## src/rtl/pcpi_result_nibble_tx_pkg.sv

```systemverilog
// Shared definitions for the nibble-serial host link (inbound receiver and result transmitter).
package pcpi_result_nibble_tx_pkg;

    typedef enum logic [1:0] {
        StIdle    = 2'b00,
        StPresent = 2'b01,
        StRelease = 2'b10
    } link_state_e;

    localparam int unsigned LINK_DATA_W      = 32;
    localparam int unsigned LINK_NIB_W       = 4;
    localparam int unsigned NIBBLES_PER_WORD = LINK_DATA_W / LINK_NIB_W;

    // Counter width helper: never returns less than one bit.
    function automatic int unsigned clog2_min1(input int unsigned value);
        return (value <= 1) ? 1 : $clog2(value);
    endfunction

endpackage

```

## src/rtl/pcpi_result_nibble_tx_sync_2ff.sv

```systemverilog
// Two-flop synchronizer for a single asynchronous level, reset to 0.
module pcpi_result_nibble_tx_sync_2ff (
    input  logic clk,
    input  logic rst,
    input  logic d,
    output logic q
);

    logic meta_q;
    logic sync_q;

    always_ff @(posedge clk or posedge rst) begin
        if (rst) begin
            meta_q <= 1'b0;
            sync_q <= 1'b0;
        end else begin
            meta_q <= d;
            sync_q <= meta_q;
        end
    end

    assign q = sync_q;

endmodule

```

## src/rtl/pcpi_result_nibble_tx.sv

```systemverilog
// Sends a PCPI result word to the host as LSB-first nibbles, each with a four-phase valid/ack.
module pcpi_result_nibble_tx
    import pcpi_result_nibble_tx_pkg::*;
#(
    parameter int unsigned DATA_W      = 32,
    parameter int unsigned NIB_W       = 4,
    parameter int unsigned ACK_TIMEOUT = 1023
) (
    input  logic              clk,
    input  logic              rst,
    input  logic              load_valid,
    input  logic [DATA_W-1:0] load_data,
    output logic              load_ready,
    output logic [NIB_W-1:0]  tx_nibble,
    output logic              tx_valid,
    input  logic              tx_ack,
    output logic              busy,
    output logic              done,
    output logic              err
);

    localparam int unsigned NIBBLES = DATA_W / NIB_W;
    localparam int unsigned CNT_W   = clog2_min1(NIBBLES);
    localparam int unsigned TMR_W   = clog2_min1(ACK_TIMEOUT + 1);
    localparam logic [CNT_W-1:0] LAST_NIB  = CNT_W'(NIBBLES - 1);
    localparam logic [TMR_W-1:0] TMR_LIMIT = (ACK_TIMEOUT == 0) ? '0 : TMR_W'(ACK_TIMEOUT - 1);

    link_state_e       state_q, state_d;
    logic [DATA_W-1:0] sreg_q, sreg_d;
    logic [CNT_W-1:0]  count_q, count_d;
    logic [TMR_W-1:0]  timer_q, timer_d;
    logic              done_q, done_d;
    logic              err_q, err_d;
    logic              ack_s;
    logic              timeout;

    pcpi_result_nibble_tx_sync_2ff u_ack_sync (
        .clk (clk),
        .rst (rst),
        .d   (tx_ack),
        .q   (ack_s)
    );

    always_ff @(posedge clk or posedge rst) begin
        if (rst) begin
            state_q <= StIdle;
            sreg_q  <= '0;
            count_q <= '0;
            timer_q <= '0;
            done_q  <= 1'b0;
            err_q   <= 1'b0;
        end else begin
            state_q <= state_d;
            sreg_q  <= sreg_d;
            count_q <= count_d;
            timer_q <= timer_d;
            done_q  <= done_d;
            err_q   <= err_d;
        end
    end

    always_comb begin
        state_d = state_q;
        sreg_d  = sreg_q;
        count_d = count_q;
        done_d  = 1'b0;
        err_d   = err_q;
        timeout = (ACK_TIMEOUT != 0) && (timer_q == TMR_LIMIT);

        // Handshake exit is tested before timeout so it wins on a shared edge.
        unique case (state_q)
            StIdle: begin
                if (load_valid && load_ready) begin
                    sreg_d  = load_data;
                    count_d = '0;
                    err_d   = 1'b0;
                    state_d = StPresent;
                end
            end
            StPresent: begin
                if (ack_s) begin
                    state_d = StRelease;
                end else if (timeout) begin
                    state_d = StIdle;
                    sreg_d  = '0;
                    count_d = '0;
                    err_d   = 1'b1;
                end
            end
            StRelease: begin
                if (!ack_s) begin
                    if (count_q == LAST_NIB) begin
                        state_d = StIdle;
                        done_d  = 1'b1;
                    end else begin
                        sreg_d  = sreg_q >> NIB_W;
                        count_d = count_q + 1'b1;
                        state_d = StPresent;
                    end
                end else if (timeout) begin
                    state_d = StIdle;
                    sreg_d  = '0;
                    count_d = '0;
                    err_d   = 1'b1;
                end
            end
            default: state_d = StIdle;
        endcase

        // Timer measures time spent in the current handshake phase only.
        if ((state_d != state_q) || (state_q == StIdle)) begin
            timer_d = '0;
        end else begin
            timer_d = timer_q + 1'b1;
        end
    end

    assign load_ready = (state_q == StIdle) && !ack_s;
    assign tx_valid   = (state_q == StPresent);
    assign busy       = (state_q != StIdle);
    assign tx_nibble  = busy ? sreg_q[NIB_W-1:0] : '0;
    assign done       = done_q;
    assign err        = err_q;

endmodule

```

## config.mk

```make
export PLATFORM = sky130hd
export DESIGN_NAME = pcpi_result_nibble_tx
export DESIGN_NICKNAME = d
export VERILOG_FILES = /design/src/rtl/pcpi_result_nibble_tx_pkg.sv /design/src/rtl/pcpi_result_nibble_tx_sync_2ff.sv /design/src/rtl/pcpi_result_nibble_tx.sv
export SDC_FILE = /design/constraint.sdc
export NUM_CORES = 1
export LEC_CHECK = 0
export CAP_MARGIN = 20
export CORE_MARGIN = 4
export CORE_UTILIZATION = 45
export DETAILED_ROUTE_END_ITERATION = 12
export GPL_TIMING_DRIVEN = 0
export PLACE_DENSITY = 0.68
export RECOVER_POWER = 25
export SLEW_MARGIN = 10
export SYNTH_ARGS = -nofsm -noshare
export SYNTH_HDL_FRONTEND = slang
export SYNTH_SLANG_ARGS = --single-unit
```

## constraint.sdc

```tcl
create_clock -name clk -period 3.78 [get_ports clk]
set_clock_uncertainty 0.2 [all_clocks]
set_input_delay 0.945 -clock clk [delete_from_list [all_inputs] [get_ports clk]]
set_output_delay 0.945 -clock clk [all_outputs]
set_load 0.01 [all_outputs]
```

[Word level (Yosys, flattened, before mapping)]
Cells that the tools add are included.
Operators by class
  $add $sub $neg: 2
  eq/ne operators: 9
  multiplexer cells: 28
  reductions and logical operators: 9
Operators with widths (number)
  32-bit 2-to-1 mux: 5
  32-bit one-hot mux with 3 select lines: 1
  3-bit 2-to-1 mux: 5
  10-bit by 1-bit adder with 10-bit output, second input constant: 1
  10-bit equality test, second input constant: 1
  10-bit 2-to-1 mux: 1
  3-bit one-hot mux with 3 select lines: 1
  1-bit 2-to-1 mux: 8
  2-bit 2-to-1 mux: 4
  4-bit AND reduction: 2
  2-bit one-hot mux with 3 select lines: 1
  4-bit 2-to-1 mux: 1
  2-bit != test, second input constant: 2
  3-bit by 1-bit adder with 3-bit output, second input constant: 1
  3-bit equality test, second input constant: 1
  3-bit by 2-bit != test with 1-bit output, second input constant: 1
  1-bit one-hot mux with 3 select lines: 1
  3-bit nonzero test: 1
  2-bit by 1-bit equality test with 1-bit output, second input constant: 1
  2-bit equality test, second input constant: 1
  1-bit logical AND: 2
  2-bit logical NOT: 1
  2-bit by 1-bit != test with 1-bit output, second input constant: 1
  2-bit != test: 1
  other kinds (3): 3
Storage, ports and cells
  register bits after elaboration: 51
  output and inout port bits: 9

[Longest topological paths before layout]
  depth after elaboration: 8
  mapped depth: 8
  mapped depth without buffers: 6

[Hierarchy]
From an unflattened synthesis, not the netlist that was laid out.
Unflattened totals
  cells, all modules: 257
  area, all modules: 2617.5 µm²
By module, submodules not included
  pcpi_result_nibble_tx: times used 1, cells an instance 254, area each 2563.7 µm², seq. area each 1226.2 µm²
  pcpi_result_nibble_tx_sync_2ff: times used 1, cells an instance 3, area each 53.8 µm², seq. area each 50.0 µm²

[Worst setup path before layout]
No wires, ideal clock.
  path type: register to output
  from: register state_q[1]
  to: output load_ready
  arrival time: 1290 ps
  data required time: 2635 ps
  path slack: 1345 ps
  cell stages (with the launch flop): 6
  cell sequence: dfrtp_1 > inv_1 > ha_1 > clkbuf_1 > inv_1 > nor2_1
On the way
  longest elaborated chain between the ends: 2
RTL lines
  start: declaration: line pcpi_result_nibble_tx.sv:28  | link_state_e state_q, state_d;
  start signal: assignment: line pcpi_result_nibble_tx.sv:46  | state_q <= StIdle;
  start signal: assignment: line pcpi_result_nibble_tx.sv:53  | state_q <= state_d;
  2-bit logical NOT: line pcpi_result_nibble_tx.sv:118  | assign load_ready = (state_q == StIdle) && !ack_s;
  1-bit logical AND: line pcpi_result_nibble_tx.sv:118
  end: declaration: line pcpi_result_nibble_tx.sv:13  | output logic load_ready,
No other way between the ends.

[Final worst setup path]
Same ends and word-level chain as after synthesis.

==> results.sh <==
export IMPL_ys_async_sr_fraction_pct=100
export IMPL_post_cts_buffers=0
export IMPL_critPathKind="flop to primary output"
export IMPL_coreArea_um2=5510
export IMPL_fmax_ghz=0.291
export IMPL_grt_max_degree=38
export IMPL_synth_flop_cell="dfrtp_1"
export IMPL_maxSlewViolCount=0
export IMPL_hold_path_class="flop to flop"
export IMPL_powerDensity_nw_per_um2=732
export IMPL_crit_slowest_cell="clkdlybuf4s50_1"
export IMPL_synth_nets=284
export IMPL_path_buf_inv=4
export IMPL_wl_mm=6.08
export IMPL_avgSynthCellArea_um2=10.7
export IMPL_place_gp_congestion=0.804
export IMPL_critPathTopFamily="buffers and inverters"
export IMPL_dr_max_layer_used="met4"
export IMPL_dp_hpwl_mm=4.35
export IMPL_drt_met1_wl_mm=2.78
export IMPL_io_buffers=44
export IMPL_first_pass_iters=4
export IMPL_synthTopCellsByArea="dfrtp_1 50%, a221o_1 9.4%, nor3_1 6.5%"
export IMPL_initial_core_util_pct=46.5
export IMPL_cts_tree="done"
export IMPL_nNetsFinal=336
export IMPL_area_growth_pct=24.5
export IMPL_vias=2103
export IMPL_root_buffer="clkbuf_8"
export IMPL_drive_above_1_share_pct=8.19
export IMPL_final_cell_mix="51 x dfrtp_1, 42 x clkdlybuf4s50_1, 33 x nor3_1"
export IMPL_met3_length_um=326
export IMPL_chipWidth_um=83.4
export IMPL_via_per_inst=5.76
export IMPL_dp_cells=357
export IMPL_worstPathRequired_ns=2.63
export IMPL_io_pins=45
export IMPL_antenna_found_initial=0
export IMPL_die_area_um2=6960
export IMPL_synthCells=240
export IMPL_cts_hold_buffers=0
export IMPL_yosysUniqueCellTypes=41
export IMPL_slew_headroom_pct=36.3
export IMPL_track_usage_pct=18.0
export IMPL_min_period_over_period_pct=90.9
export IMPL_slowest_delay_ns=0.54
export IMPL_finalNonFillerCells=365
export IMPL_crit_chain="inv_1, ha_1, clkbuf_1, inv_1, nor2_1, clkdlybuf4s50_1"
export IMPL_critPathMaxFanout=10
export IMPL_rsz0062_at_grt="false"
export IMPL_peakVddDrop_v=0.000316
export IMPL_htree_levels=2
export IMPL_cts_resized=0
export IMPL_status="completed"
export IMPL_hold_viol=0
export IMPL_dp_slack_ns=0.384
export IMPL_fp_dieH_um=83.4
export IMPL_rows=27
export IMPL_worst_slack_ns=0.344
export IMPL_max_cap_violations=0
export IMPL_grt_pass1_wl_mm=10.2
export IMPL_yosysTopAreaCell="dfrtp_1"
export IMPL_ctsLongestPathBuffers=2
export IMPL_overflow=0
export IMPL_cp_start_kind="flop"
export IMPL_synth_seq_cells=51
export IMPL_critPathCaptureType="primary output"
export IMPL_synth_area_um2=2560
export IMPL_ys_seq_area_share_pct=49.9
export IMPL_grt_pass1_vias=2097
export IMPL_synth_edf_count=0
export IMPL_fin_util_pct=57.9
export IMPL_drt_initial_drc_count=116
export IMPL_postRouteAntennaNets=0
export IMPL_yosysWarningCount=0
export IMPL_tns_ns=0
export IMPL_finalCriticalPeriod_ns=3.44
export IMPL_numCtsBuffers=5
export IMPL_setup_viol=0
export IMPL_cp_arrival_ns=2.29
export IMPL_synth_top_area_share_pct=49.9
export IMPL_max_slew_worst_pin_slew_ns=0.947
export IMPL_layout_commonest_cell="dfrtp_1"
export IMPL_antenna_cells=0
export IMPL_drcViolationCount=0
export IMPL_routedWlPerCell_um=16.7
export IMPL_clk_pin_slew_ns=0.11
export IMPL_clk_insertion_delay_late_ns=0.31
export IMPL_p_total_uw=2330
export IMPL_crit_top_cell="inv_1"
export IMPL_leakage_uw=0.00134
export IMPL_wl_met2_mm=2.89
export IMPL_clock_sinks=51
## metrics by stage
step	hold slack, ns	area [µm²]
after floorplan	0.131	2560
final	0.149	3190
after global routing	0.172	3190
after global placement	0.136	3090
after CTS	0.159	3200
after detailed placement	0.136	3110
## routing by layer
layer | GRT usage (%) | vias up
met5 | 0 | -
met4 | 4.31 | 0
met3 | 4.56 | 7
met2 | 28.4 | 57
met1 | 24.8 | 1033
li1 | - | 1006
## state kept, by name, indices dropped and copies added (netlist names)
register	cells
sreg_q	32
done	1
u_ack_sync.q	1
u_ack_sync.meta_q	1
count_q	3
err	1
state_q	2
timer_q	10
## Yosys cell counts, drive strengths merged (2+ instances only)
cell type / count
a22o: 6
and4: 3
dfrtp: 51
nor2: 5
nor4: 2
nor2b: 5
o2bb2ai: 5
clkbuf: 9
buf: 9
inv: 6
nand2b: 3
a22oi: 5
nand2: 26
and3b: 3
nand4: 2
nor3b: 2
nand3: 5
xnor2: 2
xor2: 6
a21oi: 7
a221o: 24
o211ai: 2
ha: 8
nor3: 33
## cell type report
type / count / area, µm²
tap: 72 / 90.1
fill: 503 / 2320
timing repair buffer: 45 / 445
multi-input combinational: 165 / 1160
clock inverter: 3 / 23.8
sequential: 51 / 1280
buffer: 18 / 104
clock buffer: 5 / 68.8
inverter: 6 / 22.5
## report_power, final
| part | internal (µW) | switching [µW] | total (µW) |
|---|---|---|---|
| logic | 526 | 636 | 1160 |
| clock network | 133 | 191 | 324 |
| registers | 728 | 118 | 846 |
## kinds of logic after synthesis
| family | share of synthesized area [%] |
|---|---|
| simple gates | 18.9 |
| compound gates | 19.2 |
| flops | 49.9 |
| buf+inv | 4.94 |
| xor+xnor | 2.74 |
| fa+ha+maj | 3.91 |
| mux | 0.440 |
## path summary, 6_finish.rpt
path	start	endpoint	slack (ns)	cells after the start
setup / recovery	state_q[1]	load_ready	0.34	6
hold / removal	u_ack_sync.meta_q	u_ack_sync.q	0.15	0
setup reg to reg	state_q[1]	sreg_q[10]	0.95	7
hold reg to reg	u_ack_sync.meta_q	u_ack_sync.q	0.15	0
max in group asynchronous	rst	state_q[0]	1.17	3
min in group asynchronous	rst	sreg_q[30]	0.91	2
Note: power is estimated with default switching activity, not from simulation.
